## src/rtl/cla_pkg.sv

```systemverilog
// rtl/cla_pkg.sv - shared state encodings and widths for the nibble-serial subtractor
package cla_pkg;
    localparam int NIBBLES = 4;
    localparam int WIDTH   = 16;

    typedef enum logic [1:0] {
        IDLE = 2'd0,
        RUN  = 2'd1,
        DONE = 2'd2
    } state_t;
endpackage

```

## src/rtl/nibble_serial_sub_16bit_if.sv

```systemverilog
// rtl/nibble_serial_sub_16bit_if.sv - operand/result bundle; ovf exists only with SUB_OVERFLOW_EN
interface nibble_serial_sub_16bit_if;
    import cla_pkg::*;

    logic             start;
    logic [WIDTH-1:0] in1_16bit;
    logic [WIDTH-1:0] in2_16bit;
    logic [WIDTH-1:0] diff_16bit;
    logic             borrow;
    logic             busy;
    logic             done;
`ifdef SUB_OVERFLOW_EN
    logic             ovf;

    modport master (output start, in1_16bit, in2_16bit,
                    input  diff_16bit, borrow, busy, done, ovf);
    modport slave  (input  start, in1_16bit, in2_16bit,
                    output diff_16bit, borrow, busy, done, ovf);
`else
    modport master (output start, in1_16bit, in2_16bit,
                    input  diff_16bit, borrow, busy, done);
    modport slave  (input  start, in1_16bit, in2_16bit,
                    output diff_16bit, borrow, busy, done);
`endif
endinterface

```

## src/rtl/cla_4bit_slice.sv

```systemverilog
// rtl/cla_4bit_slice.sv - combinational 4-bit carry look-ahead adder slice
module cla_4bit_slice (
    input  logic [3:0] a,
    input  logic [3:0] b,
    input  logic       cin,
    output logic [3:0] s,
    output logic       cout,
    output logic       c3
);
    logic [3:0] g;
    logic [3:0] p;
    logic [3:0] c;

    assign g = a & b;
    assign p = a ^ b;

    assign c[0] = cin;
    assign c[1] = g[0] | (p[0] & cin);
    assign c[2] = g[1] | (p[1] & g[0]) | (p[1] & p[0] & cin);
    assign c[3] = g[2] | (p[2] & g[1]) | (p[2] & p[1] & g[0]) | (p[2] & p[1] & p[0] & cin);
    assign cout = g[3] | (p[3] & g[2]) | (p[3] & p[2] & g[1]) | (p[3] & p[2] & p[1] & g[0])
                | (p[3] & p[2] & p[1] & p[0] & cin);

    assign s  = p ^ c;
    assign c3 = c[3];
endmodule

```

## src/rtl/nibble_serial_sub_16bit.sv

```systemverilog
// rtl/nibble_serial_sub_16bit.sv - 16-bit subtractor, one nibble per cycle through a CLA slice
// Optional signed-overflow output enabled by macro SUB_OVERFLOW_EN.
module nibble_serial_sub_16bit
    import cla_pkg::*;
(
    input  logic                     clk,
    input  logic                     rst,
    nibble_serial_sub_16bit_if.slave bus
);
    state_t           state_q, state_d;
    logic [WIDTH-1:0] op_a_q, op_a_d;
    logic [WIDTH-1:0] op_b_q, op_b_d;
    logic [WIDTH-1:0] diff_q, diff_d;
    logic             carry_q, carry_d;
    logic [1:0]       idx_q, idx_d;
    logic             busy_q, busy_d;
    logic             done_q, done_d;
    logic             borrow_q, borrow_d;

    logic [3:0] nib_s;
    logic       nib_cout;
`ifdef SUB_OVERFLOW_EN
    logic       nib_c3;
    logic       ovf_q, ovf_d;
`else
    logic       nib_c3_unused;
`endif

    // Subtraction as a + ~b + 1: operand b is stored inverted and carry starts at 1.
    cla_4bit_slice u_slice (
        .a    (op_a_q[{idx_q, 2'b00} +: 4]),
        .b    (op_b_q[{idx_q, 2'b00} +: 4]),
        .cin  (carry_q),
        .s    (nib_s),
        .cout (nib_cout),
`ifdef SUB_OVERFLOW_EN
        .c3   (nib_c3)
`else
        .c3   (nib_c3_unused)
`endif
    );

    always_comb begin
        state_d  = state_q;
        op_a_d   = op_a_q;
        op_b_d   = op_b_q;
        diff_d   = diff_q;
        carry_d  = carry_q;
        idx_d    = idx_q;
        busy_d   = busy_q;
        done_d   = 1'b0;
        borrow_d = borrow_q;
`ifdef SUB_OVERFLOW_EN
        ovf_d    = ovf_q;
`endif
        case (state_q)
            IDLE: begin
                if (bus.start) begin
                    op_a_d  = bus.in1_16bit;
                    op_b_d  = ~bus.in2_16bit;
                    carry_d = 1'b1;
                    idx_d   = 2'd0;
                    busy_d  = 1'b1;
                    state_d = RUN;
                end
            end
            RUN: begin
                diff_d[{idx_q, 2'b00} +: 4] = nib_s;
                carry_d = nib_cout;
                idx_d   = idx_q + 2'd1;
                if (idx_q == 2'd3) begin
                    state_d  = DONE;
                    busy_d   = 1'b0;
                    done_d   = 1'b1;
                    borrow_d = ~nib_cout;
`ifdef SUB_OVERFLOW_EN
                    ovf_d    = nib_c3 ^ nib_cout;
`endif
                end
            end
            DONE: begin
                state_d = IDLE;
            end
            default: begin
                state_d = IDLE;
            end
        endcase
    end

    always_ff @(posedge clk or posedge rst) begin
        if (rst) begin
            state_q  <= IDLE;
            op_a_q   <= '0;
            op_b_q   <= '0;
            diff_q   <= '0;
            carry_q  <= 1'b0;
            idx_q    <= 2'd0;
            busy_q   <= 1'b0;
            done_q   <= 1'b0;
            borrow_q <= 1'b0;
`ifdef SUB_OVERFLOW_EN
            ovf_q    <= 1'b0;
`endif
        end else begin
            state_q  <= state_d;
            op_a_q   <= op_a_d;
            op_b_q   <= op_b_d;
            diff_q   <= diff_d;
            carry_q  <= carry_d;
            idx_q    <= idx_d;
            busy_q   <= busy_d;
            done_q   <= done_d;
            borrow_q <= borrow_d;
`ifdef SUB_OVERFLOW_EN
            ovf_q    <= ovf_d;
`endif
        end
    end

    assign bus.diff_16bit = diff_q;
    assign bus.borrow     = borrow_q;
    assign bus.busy       = busy_q;
    assign bus.done       = done_q;
`ifdef SUB_OVERFLOW_EN
    assign bus.ovf        = ovf_q;
`endif
endmodule

```

## src/flat_wrapper.sv

```systemverilog
// flat-port wrapper written by rule: the top's interface ports become plain ports
module nibble_serial_sub_16bit_flat import cla_pkg::*;
  (clk, rst, bus_start, bus_in1_16bit, bus_in2_16bit, bus_diff_16bit, bus_borrow, bus_busy, bus_done);
  nibble_serial_sub_16bit_if bus_i ();
  input  logic clk;
  input  logic rst;
  input wire logic [$bits(bus_i.start)-1:0] bus_start;
  input wire logic [$bits(bus_i.in1_16bit)-1:0] bus_in1_16bit;
  input wire logic [$bits(bus_i.in2_16bit)-1:0] bus_in2_16bit;
  output wire logic [$bits(bus_i.diff_16bit)-1:0] bus_diff_16bit;
  output wire logic [$bits(bus_i.borrow)-1:0] bus_borrow;
  output wire logic [$bits(bus_i.busy)-1:0] bus_busy;
  output wire logic [$bits(bus_i.done)-1:0] bus_done;
  assign bus_i.start = bus_start;
  assign bus_i.in1_16bit = bus_in1_16bit;
  assign bus_i.in2_16bit = bus_in2_16bit;
  assign bus_diff_16bit = bus_i.diff_16bit;
  assign bus_borrow = bus_i.borrow;
  assign bus_busy = bus_i.busy;
  assign bus_done = bus_i.done;
  nibble_serial_sub_16bit u_core (.clk(clk), .rst(rst), .bus(bus_i));
endmodule
```

## config.mk

```make
export PLATFORM = sky130hd
export DESIGN_NAME = nibble_serial_sub_16bit_flat
export DESIGN_NICKNAME = d
export VERILOG_FILES = /design/src/rtl/cla_pkg.sv /design/src/rtl/nibble_serial_sub_16bit_if.sv /design/src/rtl/cla_4bit_slice.sv /design/src/rtl/nibble_serial_sub_16bit.sv /design/src/flat_wrapper.sv
export SDC_FILE = /design/constraint.sdc
export NUM_CORES = 1
export LEC_CHECK = 0
export ABC_CLOCK_PERIOD_IN_PS = 3650
export CAP_MARGIN = 40
export CORE_UTILIZATION = 51
export CTS_CLUSTER_DIAMETER = 50
export CTS_CLUSTER_SIZE = 10
export DETAILED_ROUTE_END_ITERATION = 6
export GPL_ROUTABILITY_DRIVEN = 0
export PLACE_DENSITY = 0.84
export SLEW_MARGIN = 20
export SYNTH_ARGS = -nofsm -noshare
export SYNTH_HDL_FRONTEND = slang
export SYNTH_HIERARCHICAL = 1
export SYNTH_SLANG_ARGS = --single-unit
```

## constraint.sdc

```tcl
create_clock -name clk -period 3.65 [get_ports clk]
set_clock_uncertainty 0.1 [all_clocks]
set_input_delay 0.9125 -clock clk [delete_from_list [all_inputs] [get_ports clk]]
set_output_delay 0.9125 -clock clk [all_outputs]
set_load 0.02 [all_outputs]
```

Word level (Yosys, flattened, before mapping). Index checks and enable logic that the tools add are counted.

Output and inout bits: 19. Bits of input ports: 35. Register bits after elaboration: 56. Word-level logic and storage cells: 69.

Bitwise logic cells: 31. Mux-type cells: 12. Reductions and logical operators: 7. Eq/ne operators: 4. Shifts and indexed selects: 4. Add/subtract/negate cells: 2.

Operators by type and width (count): variable part select 16 x 5 -> 4 bit (2); bitwise AND 1 bit (16); bitwise mux 16 bit (1); inverter 16 bit (1); variable shift 4 x 6 -> 16 bit (first input constant) (1); variable part select 4 x 6 -> 16 bit (1); bitwise OR 1 bit (10); case mux 2 bit (2 select lines) (2); AND reduction 2 bit (4); bitwise XOR 4 bit (2); two-way mux 2 bit (3); negator 4 -> 6 bit (1); bitwise AND 4 bit (1); two-way mux 1 bit (4); case mux 1 bit (2 select lines) (2); AND reduction 3 bit (1); adder 2 x 1 -> 2 bit (second input constant) (1); equality test 2 x 1 -> 1 bit (second input constant) (1); equality test 2 bit (second input constant) (1); zero test 2 bit (1); inequality test 2 x 1 -> 1 bit (second input constant) (1); inequality test 2 bit (second input constant) (1); nonzero test 2 bit (1); inverter 1 bit (1).

Logic depth before layout (Yosys ltp). Gate-level depths: netlist of the first run.

Depth after elaboration: 9. Mapped depth: 9.

Modules after synthesis. Netlist of the first run, hierarchy kept.

By module, submodules not included: nibble_serial_sub_16bit (instances 1, seq. area each 1401.3 sq um, cells an instance 192, area each 2601.2 sq um); cla_4bit_slice (instances 1, seq. area each 0.0 sq um, cells an instance 18, area each 155.1 sq um).

Worst setup path before layout of the first run. Ideal clock, no wire load.

Kind: register to register. Start: register u_core.idx_q[0]. End: register u_core.diff_q[6] (netlist: u_core/bus.diff_16bit[6]). Arrival: 2.351 ns. Path buffers: 2. Period minus slack after synthesis: 2.575 ns. Setup slack: 1.075 ns. Cell stages (with the launch flop): 10. Data required time: 3.425 ns. Setup time: 0.125 ns. Cell sequence: dfrtp_1 -> buf_6 -> buf_2 -> mux4_2 -> ha_1 -> a211oi_2 -> nor2_1 -> xor2_1 -> and4b_1 -> mux2_2.

Elaborated cells between the ends (all ways): 24.

RTL lines: start, declared (RTL line nibble_serial_sub_16bit.sv:15) `logic [1:0] idx_q, idx_d;`; start signal, assigned (RTL line nibble_serial_sub_16bit.sv:110) `idx_q <= idx_d;`; variable part select 16 x 5 -> 4 bit, on equally long branches (RTL line nibble_serial_sub_16bit.sv:31, nibble_serial_sub_16bit.sv:32); bitwise XOR 4 bit / bitwise AND 4 bit (equally long branches) (RTL line cla_4bit_slice.sv:15, cla_4bit_slice.sv:14); bitwise AND 1 bit (RTL line cla_4bit_slice.sv:19) `assign c[2] = g[1] | (p[1] & g[0]) | (p[1] & p[0] & cin);`; bitwise OR 1 bit / bitwise AND 1 bit (equally long branches) (RTL line cla_4bit_slice.sv:19); bitwise OR 1 bit (RTL line cla_4bit_slice.sv:19); bitwise XOR 4 bit (*) (RTL line cla_4bit_slice.sv:24) `assign s = p ^ c;`; named net u_core.nib_s[2] (RTL line nibble_serial_sub_16bit.sv:20) `logic [3:0] nib_s;`; variable part select 4 x 6 -> 16 bit (*) (RTL line nibble_serial_sub_16bit.sv:68) `diff_d[{idx_q, 2'b00} +: 4] = nib_s;`; bitwise mux 16 bit (*) (RTL line nibble_serial_sub_16bit.sv:68); end signal, assigned (RTL line nibble_serial_sub_16bit.sv:108) `diff_q <= diff_d;`; end, declared (RTL line nibble_serial_sub_16bit.sv:13) `logic [WIDTH-1:0] diff_q, diff_d;`.

The timed path passes the listed nets; every way through them passes the cells marked *. A chain may end at the register's enable or synchronous reset.

Final worst setup path of the first run.
Start: register u_core.idx_q[0]. End: register u_core.diff_q[14] (netlist: u_core/bus.diff_16bit[14]).

Same word-level chain as after synthesis.

==> results.txt, run 1 <==
Max-slew violation count: 0
Cts bufs inserted: 5
Worst Setup End Kind: register
Die Span X: 75.5 um
Critical path cell sequence: mux4_1 > ha_1 > a211oi_2 > nor2_1 > xor2_1 > nor4bb_1 > mux2_2
H-tree Lvls: 2
CTS tree: yes
R2R setup slack: 0.76 ns
Hold WC Path Type: reg2reg
Period utilization: 79.2%
Crit start category: register
RSZ-0062 raised after global routing: no
Reg2reg path depth: 7
Wire per inst: 14.7 um
Post-synthesis instance total: 210
Top-count cell post-synth: dfrtp_1
IO Pins: 54
Via/cell ratio: 5.40
End point of the worst hold path: u_core/bus.busy
Final Hold Viols: 0
Crit path max-delay family: multiplexers
Status: finished, final reports clean
Post-DP Area: 3340 sq um
DRT iter0 DRCs: 77
#FFs+latches synth: 56
Worst EP required: 3.81 ns
Relative slew slack: 66.9%
Yosys top cell area share: 50.8%
Post-route ant nets: 0
Skew-Pair Late Insertion Delay: 0.31 ns
Max cap viols: 0
Worst hold stages: 1
Overall routing resource usage: 19.7%
Most frequent cells after synthesis: dfrtp_1 (56), inv_1 (35), mux2_2 (19)
Gr ovfl total: 0
Count of different cell masters after synthesis: 37
Layout Utilization: 66.7%
Routed WL: 4900 um
Crit-path slowest cell: mux4_1
Lkg Pwr: 1.59 nW
Fraction of layout cells with a size suffix above 1: 16.7%
Area taken by multi-input logic gates: 1150 sq um
Drt pass-1 iters: 4
Storage cell area: 1400 sq um
Critical R2R Launch: u_core/idx_q[0]
Crit Path Category: reg2reg
Antenna Cells: 0
Root buf cell: clkbuf_8
Number of buffers and inverters on the critical path: 0
Via Count: 1803
Post-CTS Resized: 0
Peak supply drop: 0.487 mV
CP arrival: 3.05 ns
Post-route cell area: 3430 sq um
Worst Path Max Fanout: 8
Synth area leader: dfrtp_1
Dpl hpwl: 3700 um
Post-route setup TNS: 0 ns
Vias in the first global route: 1852
Residual DRC: 0
Synthesized cell area: 2760 sq um
Final setup viols: 0
Synthesis-to-finish area growth: 24.4%
Hold_sp: u_core/bus.busy
First-pass GRT wire length: 8400 um
Synthesis Warnings: 6
Largest net degree at the start of global routing: 24
PwrDens: 964 nW/um^2
FMAX: 346 MHz
Crit path time final: 2.89 ns
CTS Hold Bufs: 0
EDFF count, synth: 0
Reg clk slew, reported paths: 0.10 ns
Total core area: 5140 sq um
Dominant cells by area after synthesis: dfrtp_1 (51%), mux2_2 (7.8%), mux2i_1 (6.5%)
Max clock buf depth: 2
Hold Slack: 0.399 ns
I/O Buffers: 53
Initial core utilization: 53.6%
Syn Nets: 255
Slew @ Worst Pin: 0.492 ns
Ys flop type: dfrtp_1
Async S/R FF share, synth: 100%
Filler Cell Count: 428
Clock sink count: 56
Crit path largest cell delay: 0.65 ns
Initial antenna violation count: 0
Row Count: 26
Reg2Reg Capture Point: u_core/bus.diff_16bit[14]
Nets: 308
Die height: 75.5 um
Avg Inst Size Synth: 13.1 sq um
Post-CTS Setup Repair Bufs: 0
Sequential area share after synthesis: 50.8%
Area of the die: 5700 sq um
[routing by layer]
layer | track usage [%] | up-vias | part of all wire (%)
li1 | - | 846 | -
met1 | 25.6 | 898 | 43
met2 | 34.1 | 51 | 52
met3 | 3.57 | 8 | 3.3
met4 | 5.76 | 0 | 1.2
met5 | 0 | - | 0
[how the worst max path moves through the flow]
| stage | from | to | slack, ns | depth (start not counted) |
|---|---|---|---|---|
| after floorplan | u_core/idx_q[0] | u_core/bus.diff_16bit[6] | 1.07 | 9 |
| after global placement | u_core/idx_q[0] | u_core/bus.diff_16bit[14] | 0.84 | 7 |
| after detailed placement | u_core/idx_q[0] | u_core/bus.diff_16bit[14] | 0.76 | 7 |
| after CTS | u_core/idx_q[0] | u_core/bus.diff_16bit[14] | 0.72 | 7 |
| after global routing | u_core/idx_q[0] | u_core/bus.diff_16bit[14] | 0.52 | 7 |
| final | u_core/idx_q[0] | u_core/bus.diff_16bit[14] | 0.76 | 7 |
[cell families (layout without fill, tap and decap cells)]
| logic type | Yosys count | count (layout) | synth area share, % |
|---|---|---|---|
| DFF | 56 | 56 | 50.8 |
| muxes | 46 | 46 | 21.8 |
| buffers and inverters | 46 | 100 | 7.26 |
| and+or+nand+nor | 28 | 28 | 7.67 |
| AOI/OAI and AO/OA | 21 | 21 | 6.67 |
| adders and majority gates | 10 | 10 | 4.81 |
| xor gates and xnor gates | 3 | 3 | 0.953 |
[metrics by stage]
stage	std cells	setup WS [ns]	power (W)
2_1_floorplan	210	1.07	0.00246
3_3_place_gp	326	0.841	0.00292
3_5_place_dp	326	0.761	0.00296
4_1_cts	334	0.724	0.00332
5_1_grt	334	0.525	0.00356
6_report	334	0.759	0.00330
[power breakdown]
group | switching [W] | internal, W | total [W]
Clock | 0.000193 | 0.000155 | 0.000347
Combinational | 0.000949 | 0.000893 | 0.00184
Sequential | 0.000209 | 0.000905 | 0.00111
[sequential cells by signal (all words and copies together), names as in the netlist]
signal                 cells
u_core/carry_q             1
u_core/bus.borrow          1
u_core/state_q             2
u_core/op_a_q             16
u_core/bus.done            1
u_core/bus.busy            1
u_core/op_b_q             16
u_core/idx_q               2
u_core/bus.diff_16bit     16
[cell usage in the layout (no fill, tap or decap), drive strengths merged, types with 2 or more instances in the layout]
cell type	count
a21o	2
a32o	4
and3b	4
and4b	2
buf	4
clkbuf	7
clkdlybuf4s50	53
dfrtp	56
ha	9
inv	35
mux2	20
mux2i	18
mux4	8
nand2	8
nand3b	2
nor2	2
nor3b	3
nor4bb	2
o21ai	2
o32ai	8
or3b	2
xor2	2
[final cells by class]
class,instances,area share (%)
tap,70,2.55
sequential,56,40.9
inverter,35,3.83
clock inverter,1,0.219
multi-input combinational,108,33.7
clock buffer,7,2.52
timing repair buffer,57,16.3
No activity file was read; power rests on OpenSTA's default activity.
==> run 2: changes to the inputs <==
- ABC_CLOCK_PERIOD_IN_PS: 3650 -> 3000
- clock period: 3.65 -> 3 ns (I/O delays scaled with it)
==> results.txt, run 2 (synthesized netlist as in run 1, its figures left out) <==
Nets: 309
PwrDens: 1180 nW/um^2
Drt pass-1 iters: 4
Synthesis-to-finish area growth: 25.3%
Storage cell area: 1400 sq um
Reg clk slew, reported paths: 0.10 ns
Die height: 75.5 um
Skew-Pair Late Insertion Delay: 0.31 ns
Crit Path Category: reg2reg
CTS Hold Bufs: 0
Final setup viols: 0
Fraction of layout cells with a size suffix above 1: 17.4%
Wire per inst: 14.9 um
Residual DRC: 0
Lkg Pwr: 1.61 nW
# placed instances: 327
Crit start category: register
Crit path max-delay family: multiplexers
Crit-path slowest cell: mux4_1
Dpl hpwl: 3870 um
Post-CTS Resized: 0
Post-CTS Setup Repair Bufs: 0
RSZ-0062 raised after global routing: no
I/O Buffers: 53
Peak supply drop: 0.574 mV
Hold WC Path Type: reg2reg
Relative slew slack: 64.0%
Total core area: 5140 sq um
IO Pins: 54
GR met3 Demand/Resource: 4.23%
FMAX: 365 MHz
Status: finished, final reports clean
Cts bufs inserted: 5
Most common cell after layout, fill and taps aside: dfrtp_1
Crit path largest cell delay: 0.63 ns
Via Count: 1761
Clock sink count: 56
Vias in the first global route: 1851
Max-slew violation count: 0
Overall routing resource usage: 21.0%
H-tree Lvls: 2
Largest net degree at the start of global routing: 26
Worst Setup End Kind: register
Max cap viols: 0
DRT iter0 DRCs: 62
Area of the die: 5700 sq um
Slew @ Worst Pin: 0.536 ns
Area taken by multi-input logic gates: 1150 sq um
M1 GR Usage: 25.3%
Die Span X: 75.5 um
Routed WL: 4990 um
CTS tree: yes
Gr ovfl total: 0
Max clock buf depth: 2
Initial core utilization: 53.6%
Post-route insts no fill: 335
Initial antenna violation count: 0
Number of buffers and inverters on the critical path: 0
Commonest non-fill, non-tap cells in the layout: dfrtp_1 (56), clkdlybuf4s50_1 (53), inv_1 (34)
Final Hold Viols: 0
Root buf cell: clkbuf_8
Post-route setup TNS: 0 ns
Filler Cell Count: 429
Crit path time final: 2.74 ns
Period utilization: 91.2%
Antenna Cells: 0
Met2 global-route usage: 38.1%
CP arrival: 2.89 ns
Worst Path Max Fanout: 7
Worst EP required: 3.15 ns
Row Count: 26
Post-route ant nets: 0
Busiest layer in global routing: met2
Via/cell ratio: 5.26
Critical path cell sequence: mux4_1 > ha_1 > a211oi_2 > nor2_1 > xor2_1 > nor4bb_1 > mux2_2
First-pass GRT wire length: 8780 um
## run 2: cell types whose count changed in the layout (fill, tap and decap cells not counted), sizes merged
cell,before,now
bufinv,0,1
clkinv,0,1
buf,4,5
clkbuf,7,5
## run 2: power by group
| group | internal [W] | switching [W] |
|---|---|---|
| Sequential | 0.00110 | 0.000230 |
| Combinational | 0.00109 | 0.00115 |
| Clock | 0.000247 | 0.000240 |
## run 2: metal layers
metal / wire length [um] / part of all wire [%] / vias to the layer above
met1: 2060 / 41 / 857
met3: 184 / 3.7 / 9
met2: 2650 / 53 / 51
li1: - / - / 844
met4: 97 / 1.9 / 0
met5: 0 / 0 / -
## run 2: worst paths after layout
check / endpoint / cells past startpoint / slack [ns] / from
worst max-delay path: u_core/bus.diff_16bit[14] / 7 / 0.26 / u_core/idx_q[0]
worst min-delay path: u_core/op_a_q[15] / 1 / 0.41 / u_core/op_a_q[15]
worst max register to register: u_core/bus.diff_16bit[14] / 7 / 0.26 / u_core/idx_q[0]
worst min register to register: u_core/op_a_q[15] / 1 / 0.41 / u_core/op_a_q[15]
max in group asynchronous: u_core/bus.diff_16bit[8] / 3 / 1.50 / rst
min in group asynchronous: u_core/op_a_q[0] / 2 / 0.68 / rst
## run 2: through the flow
step,instance area (sq um),power (W),hold WS [ns],setup slack [ns],utilization [%]
finish,3450,0.00406,0.409,0.263,67.2
global route,3450,0.00440,0.422,0.0992,67.2
CTS,3450,0.00410,0.412,0.230,67.2
detailed placement,3340,0.00361,0.390,0.274,65.0
global placement,3340,0.00354,0.378,0.310,65.0
floorplan,2760,0.00299,0.352,0.425,-
## run 2: worst register-to-register path, delay by kind of cell (launching register included)
family                   cells  cell delay, ns
AND/OR/NAND/NOR              2            0.38
adder cells (fa/ha/maj)      1            0.33
AO/OA/AOI/OAI                1            0.28
XOR/XNOR                     1            0.24
flip-flops                   1            0.55
multiplexers                 2            0.81
## run 2: final cells by class
class / instances / share of cell area [%]
clock buffer: 5 / 1.99
clock inverter: 3 / 1.23
inverter: 35 / 3.80
multi-input combinational: 108 / 33.4
sequential: 56 / 40.6
tap: 70 / 2.54
timing repair buffer: 58 / 16.4
==> run 3: changes to the inputs <==
- ABC_CLOCK_PERIOD_IN_PS: 3000 -> 3300
- CORE_UTILIZATION: 51 -> 55
- PLACE_DENSITY: 0.84 -> 0.89
- SLEW_MARGIN: 20 -> 25
- clock period: 3 -> 3.3 ns (I/O delays scaled with it)
==> results.txt, run 3 (synthesized netlist as in run 1, its figures left out) <==
Crit Path Category: reg2reg
Critical path cell sequence: mux4_1 > ha_1 > a211oi_2 > nor2_1 > xor2_1 > nor4bb_1 > mux2_2
Overall routing resource usage: 21.9%
Synthesis-to-finish area growth: 23.9%
R2R setup slack: 0.36 ns
Worst EP required: 3.45 ns
Fraction of layout cells with a size suffix above 1: 16.0%
Max cap viols: 0
Clock sink count: 56
Critical Path Start: u_core/idx_q[0]
CTS Hold Bufs: 0
Worst Setup End Kind: register
Hold_sp: u_core/bus.diff_16bit[5]
Final Hold Viols: 0
Worst Path Max Fanout: 8
Hold WC Path Type: reg2reg
Post-route ant nets: 0
PwrDens: 1080 nW/um^2
Slew @ Worst Pin: 0.501 ns
Period utilization: 89.2%
Die Span X: 72.8 um
Most common cell after layout, fill and taps aside: dfrtp_1
Initial core utilization: 57.6%
CTS tree: yes
Root buf cell: clkbuf_8
Lkg Pwr: 1.59 nW
Via Count: 1782
Dpl hpwl: 3530 um
Die height: 72.8 um
Area of the die: 5300 sq um
Max-slew violation count: 0
Peak supply drop: 0.574 mV
H-tree Lvls: 2
Row Count: 25
RSZ-0062 raised after global routing: no
I/O Buffers: 53
Gr ovfl total: 0
Nets: 307
Initial antenna violation count: 0
Crit path time final: 2.94 ns
Crit path largest cell delay: 0.67 ns
FMAX: 340 MHz
Post-route cell area: 3410 sq um
Residual DRC: 0
Post-route setup TNS: 0 ns
Reg clk slew, reported paths: 0.09 ns
Final setup viols: 0
CP arrival: 3.10 ns
Via/cell ratio: 5.42
Crit-path slowest cell: mux4_1
Total core area: 4790 sq um
Post-CTS Resized: 0
First-pass GRT wire length: 8630 um
Drt pass-1 iters: 4
Status: finished, final reports clean
DRT iter0 DRCs: 124
Vias in the first global route: 1826
Wire per inst: 15.3 um
Max clock buf depth: 2
Post-DP Area: 3340 sq um
Cts bufs inserted: 5
Routed WL: 5030 um
Critical R2R Launch: u_core/idx_q[0]
IO Pins: 54
Post-CTS Setup Repair Bufs: 0
Commonest non-fill, non-tap cells in the layout: dfrtp_1 (56), clkdlybuf4s50_1 (53), inv_1 (34)
Relative slew slack: 66.4%
Skew-Pair Late Insertion Delay: 0.31 ns
Antenna Cells: 0
Crit start category: register
Largest net degree at the start of global routing: 57
==> run 3: cell count changes in the layout (fill, tap and decap cells not counted), sizes merged <==
cell and change:
bufinv -1, buf -2, clkinvlp -1, clkbuf +1
==> run 3: power by group <==
part	internal, W	switching, W
clock network	0.000145	0.000206
logic	0.000998	0.00110
registers	0.00100	0.000233
total	0.00214	0.00154
==> run 3: worst max-delay path: cells and delay by family, from the launching register on <==
family	cells	cell delay, ns
xor gates and xnor gates	1	0.29
and+or+nand+nor	2	0.43
adders and majority gates	1	0.32
AOI/OAI and AO/OA	1	0.27
DFF	1	0.60
muxes	2	0.87
==> run 3: final cells by class <==
type	instances	area, sq um
Clock inverter	1	5.00
Timing Repair Buffer	56	566
Fill cell	334	1370
Tap cell	67	83.8
Clock buffer	6	72.6
Sequential cell	56	1400
Inverter	35	131
Multi-Input combinational cell	108	1150
==> run 3: worst paths after layout <==
path,end,cells after the start
min in group asynchronous,u_core/op_b_q[7],3
max in group asynchronous,u_core/carry_q,3
setup reg to reg,u_core/bus.diff_16bit[14],7
setup / recovery,u_core/bus.diff_16bit[14],7
hold / removal,u_core/bus.diff_16bit[5],1
hold reg to reg,u_core/bus.diff_16bit[5],1
==> run 3: per-layer routing <==
metal	GRT usage, %	part of all wire [%]	routed length, um	up-vias
met5	0	0	0	-
met4	8.06	2.1	104	0
li1	-	-	-	843
met1	29.5	45	2290	879
met3	4.14	3.5	178	10
met2	35.7	49	2460	50
==> run 3: per-stage QoR <==
step	std cells	power [W]	util, %	hold slack (ns)	worst slack [ns]
finish	329	0.00368	71.3	0.400	0.355
global route	329	0.00394	71.3	0.428	0.203
CTS	329	0.00369	71.3	0.402	0.356
detailed placement	322	0.00331	69.7	0.378	0.377
global placement	322	0.00321	69.7	0.373	0.536
floorplan	210	0.00272	-	0.352	0.725
==> patch 1: new RTL, settings of run 3 <==
`op_a_q` no longer has a reset.
--- a/src/rtl/nibble_serial_sub_16bit.sv
+++ b/src/rtl/nibble_serial_sub_16bit.sv
@@ -91,5 +91,4 @@
         if (rst) begin
             state_q  <= IDLE;
-            op_a_q   <= '0;
             op_b_q   <= '0;
             diff_q   <= '0;
@@ -104,5 +103,4 @@
         end else begin
             state_q  <= state_d;
-            op_a_q   <= op_a_d;
             op_b_q   <= op_b_d;
             diff_q   <= diff_d;
@@ -118,4 +116,8 @@
     end
 
+    always_ff @(posedge clk) begin
+        op_a_q <= op_a_d;
+    end
+
     assign bus.diff_16bit = diff_q;
     assign bus.borrow     = borrow_q;
Check against the original RTL: same outputs for any inputs over 10 cycles, from zero or initial values and one cycle with rst high; that may be too few to reach the edited logic, so the function may still have changed.
==> patch 1 against run 3 <==
The run now ends with DRC left; worst setup slack gained 0.17 ns; sequential cell count is the same; non-clock buffer count shrank 1; synthesized area shrank 4.5%; largest cell class unchanged; utilization grew 2.0 points; total power shrank 7.5%; routed wire length shrank 2.0%; final area shrank 3.8%.
==> patch 1: results (changes against run 3) <==
stage;metric;value;unit;change
cells_and_area;Layout Nets;290;;-5.5%
placement;DP Area;0.00318;mm2;-4.8%
power_and_ir_drop;Static Leak;1.44;nW;-9.4%
route;Vias;1662;;-6.7%
power_and_ir_drop;Max VDD drop;0.488;mV;-15%
synthesis;synth cell count leaders;40 x dfrtp_1, 35 x inv_1, 18 x mux2i_1, 16 x edfxtp_1, 9 x ha_1;;
clocking;Root Buffer;clkbuf_8;;
global_routing;initial antenna violation count;0;;unchanged
cells_and_area;share of cells above drive strength 1;11.8;%;-4.2 points
clocking;post-CTS setup repair buffer count;0;;unchanged
route;Remaining DRCs;1;;+1
critical_path;critical path capture point type;register;;
run;Max-Cap Viols;0;;unchanged
clocking;Resize count post-CTS;0;;unchanged
placement;input/output buffers;53;;unchanged
synthesis;Synth cell types;37;;unchanged
synthesis;number of flops mapped to enable cells by yosys;16;;+16
cells_and_area;Ant. Diodes;0;;unchanged
critical_path;Crit path arrival time;2.92;ns;-0.18 ns
cells_and_area;fill count;295;;-12%
synthesis;post-synthesis sequential area ratio;56.3;%;+5.5 points
power_and_ir_drop;switching part of the total;40.5;%;-1.2 points
outcome;violations in the final reports;DRC;;
min_path;Hold WC Path Type;reg2reg;;
route;initial DRC count;81;;-35%
clocking;Skew-Pair Late Insertion Delay;0.30;ns;
global_routing;first-pass GRT wire length;8550;um;-0.95%
route;final WL;4930;um;-2.0%
clocking;Clk pin slew, worst setup/hold paths;0.09;ns;about the same
clocking;total clock buffers created by CTS;5;;unchanged
critical_path;FF-to-FF setup slack;0.53;ns;+0.17 ns
synthesis;synth top area cells;dfrtp_1 38%, edfxtp_1 18%, mux2i_1 6.8%;;
clocking;CTS max path bufs;2;;unchanged
critical_path;FF-to-FF path depth;7;;unchanged
critical_path;CP Max Fanout;7;;-1
outcome;status;finished, violations left;;
global_routing;largest net degree at the start of global routing;41;;-28%
route;DR pass1 iterations;7;;+3
synthesis;syn nets;236;;-7.5%
clocking;H-Tree Depth;2;;unchanged
sta;worst-margin pin slew;0.591;ns;+0.0895 ns
cells_and_area;FF/Latch Area;0.00148;mm2;+5.7%
global_routing;overall routing resource usage;22.5;%;+0.62 points
critical_path;Worst setup startpoint;u_core/idx_q[0];;
critical_path;FF-to-FF End;u_core/bus.diff_16bit[14];;
critical_path;worst setup path end;u_core/bus.diff_16bit[14];;
synthesis;asr flop ratio synth;71.4;%;-29 points
placement;Post-DP HPWL;3560;um;+0.78%
synthesis;yosys warns;6;;unchanged
[patch 1: changes by cell type in the layout (fill, tap and decap cells not counted)]
cell       change
dfrtp_1       -16
nor3b_4        -1
inv_8          +1
mux4_1         -4
or3b_2         -1
buf_12         -1
inv_1          +1
mux2_2        -15
bufinv_16      +1
edfxtp_1      +16
mux2_1         -1
inv_2          -1
mux4_2         +4
or3b_1         +1
[patch 1: cell families after synthesis]
family | count (synthesis) | share of synthesized area [%]
AOI/OAI and AO/OA | 21 | 6.99
xor gates and xnor gates | 3 | 0.999
adders and majority gates | 10 | 5.04
buffers and inverters | 44 | 7.94
DFF | 56 | 56.3
muxes | 30 | 15.4
and+or+nand+nor | 27 | 7.32
[patch 1: routing by layer]
metal	part of all wire (%)	wire [um]	up-vias	GRT usage [%]
met1	46	2260	818	31.5
met5	0	0	-	0
met3	4.2	207	11	5.27
met4	1.7	85	0	8.44
li1	-	-	781	-
met2	48	2380	52	34.7
[patch 1: area by class of cell]
type	instances	area share [%]
Tap cell	52	1.98
Sequential cell	56	45.1
Clock buffer	6	2.21
Inverter	36	4.34
Multi-Input combinational cell	91	28.7
Timing Repair Buffer	55	16.6
Clock inverter	2	1.07
[patch 1: worst min path at each step]
stage | start | to | depth (start not counted)
finish | u_core/bus.busy | u_core/bus.busy | 1
detailed placement | u_core/bus.busy | u_core/bus.busy | 1
global placement | u_core/bus.busy | u_core/bus.busy | 1
CTS | u_core/bus.busy | u_core/bus.busy | 1
floorplan | u_core/op_b_q[10] | u_core/op_b_q[10] | 2
global route | u_core/bus.busy | u_core/bus.busy | 1
[patch 1: through the flow]
step	instances	hold WS (ns)	setup WS [ns]
final	298	0.395	0.530
after global routing	298	0.432	0.299
after CTS	298	0.400	0.528
after detailed placement	290	0.378	0.544
after global placement	290	0.373	0.684
after floorplan	191	0.390	0.680
[patch 1: critical path, stage by stage, from the launching register on]
cell and delay (ns):
dfrtp_1 0.58, mux4_2 0.59, ha_1 0.30, a211oi_2 0.27, nor2_1 0.09, xor2_1 0.29, nor4bb_1 0.28, mux2_2 0.21
[patch 1: power by group through the flow]
stage                     logic, mW  registers, mW  clock network [mW]
after floorplan                1.24           1.19                   0
after global placement         1.69           1.17                   0
after detailed placement       1.76           1.18                   0
after CTS                      1.78           1.17               0.447
after global routing           1.96           1.20               0.477
final                          1.80           1.17               0.436
==> patch 2: new RTL, config.mk and constraints of run 3 <==
Made on the original files. `WIDTH`: 16 -> 32.
--- a/src/rtl/cla_pkg.sv
+++ b/src/rtl/cla_pkg.sv
@@ -2,5 +2,5 @@
 package cla_pkg;
     localparam int NIBBLES = 4;
-    localparam int WIDTH   = 16;
+    localparam int WIDTH   = 32;
 
     typedef enum logic [1:0] {
Ports: changed (resized bus_diff_16bit, bus_in1_16bit and bus_in2_16bit); port bits go from 54 to 102. The function was not compared with the original's and may differ.
==> patch 2 against run 3 <==
Synthesized area rose by 14%; total power rose by 18%; routed wire length rose by 25%; global-route usage rose by 1.7 points; worst setup slack got worse by 0.048 ns; final area rose by 22%; sequential cell count rose by 16; sequential power rose by 15%; utilization rose by 4.3 points; critical endpoint is now u_core/bus.diff_16bit[19].
==> patch 2: results (changes against run 3) <==
stage;metric;value;unit;change
outcome;status;complete, no violations;;
synthesis;Synth cell types;31;;-16%
power_and_ir_drop;switching part of the total;37.8;%;-3.9 points
placement;input/output buffers;69;;+30%
critical_path;FF-to-FF setup slack;0.31;ns;-0.05 ns
synthesis;number of flops mapped to enable cells by yosys;0;;unchanged
route;initial DRC count;122;;-1.6%
route;Via density;5.49;;+1.3%
sta;Max-slew headroom;53.6;%;-13 points
synthesis;post-synthesis sequential area ratio;57.4;%;+6.6 points
clocking;total clock buffers created by CTS;9;;+4
global_routing;M3 GR Usage;5.29;%;+1.2 points
route;DRT met1 WL;2570;um;+13%
min_path;hold path start;u_core/op_b_q[9];;
sta;minimum clock period;2.99;ns;+0.0480 ns
power_and_ir_drop;Static Leak;1.94;nW;+22%
synthesis;syn nets;316;;+24%
power_and_ir_drop;Power Internal;2.70;mW;+26%
placement;Post-Place Setup Slack;0.410;ns;+0.0330 ns
clocking;Skew-Pair Late Insertion Delay;0.34;ns;+0.03 ns
power_and_ir_drop;P_seq;1.42;mW;+15%
global_routing;GRT met1 Usage;28.9;%;-0.63 points
synthesis;Syn Inst Count;239;;+14%
critical_path;CP Max Fanout;11;;+3
placement;Post-DP HPWL;4500;um;+27%
critical_path;worst setup path end;u_core/bus.diff_16bit[19];;
cells_and_area;Ant. Diodes;0;;unchanged
route;Vias;2146;;+20%
min_path;WHS Endpoint;u_core/op_b_q[9];;
route;Met2 Routed Length;3320;um;+35%
min_path;worst hold stages;2;;+1
sta;hold slack final;0.387;ns;-0.0125 ns
cells_and_area;post-layout instance area;0.00417;mm2;+22%
global_routing;M2 GR Usage;40.3;%;+4.5 points
sta;Setup violations, final;0;;unchanged
global_routing;overall routing resource usage;23.6;%;+1.7 points
route;metal3 WL;315;um;+77%
power_and_ir_drop;Max VDD drop;0.640;mV;+11%
cells_and_area;fill count;349;;+4.5%
critical_path;Crit path arrival time;3.15;ns;+0.05 ns
global_routing;largest net degree at the start of global routing;50;;-12%
placement;DP Area;0.00390;mm2;+17%
route;DR WL/cell;16.1;um;+5.4%
power_and_ir_drop;combinational power;1.99;mW;-5%
placement;Placed Cells;375;;+16%
synthesis;synth top area cells;dfrtp_1 57%, mux2_4 7.7%, mux4_2 5.7%;;
cells_and_area;share of cells above drive strength 1;16.0;%;-0.043 points
[patch 2: logic make-up (layout without fill, tap and decap cells)]
group	Yosys count	after routing	synth area share (%)
AO/OA/AOI/OAI	48	48	10.2
XOR/XNOR	3	3	0.837
adder cells (fa/ha/maj)	10	10	4.23
buffers and inverters	19	99	3.07
flip-flops	72	72	57.4
multiplexers	25	25	13.7
AND/OR/NAND/NOR	62	62	10.6
[patch 2: layout make-up]
cell class | count | area share (%)
Tap cell | 72 | 2.16
Inverter | 11 | 0.991
Timing Repair Buffer | 72 | 17.4
Clock inverter | 6 | 3.12
Clock buffer | 10 | 3.30
Multi-Input combinational cell | 148 | 29.8
Sequential cell | 72 | 43.2
[patch 2: worst max-delay path, stage by stage (launching register included)]
cell,delay (ns)
dfrtp_1,0.70
mux4_2,0.61
ha_1,0.32
a211oi_2,0.27
o21bai_2,0.11
xor2_1,0.47
nand2_1,0.12
o21ai_0,0.20
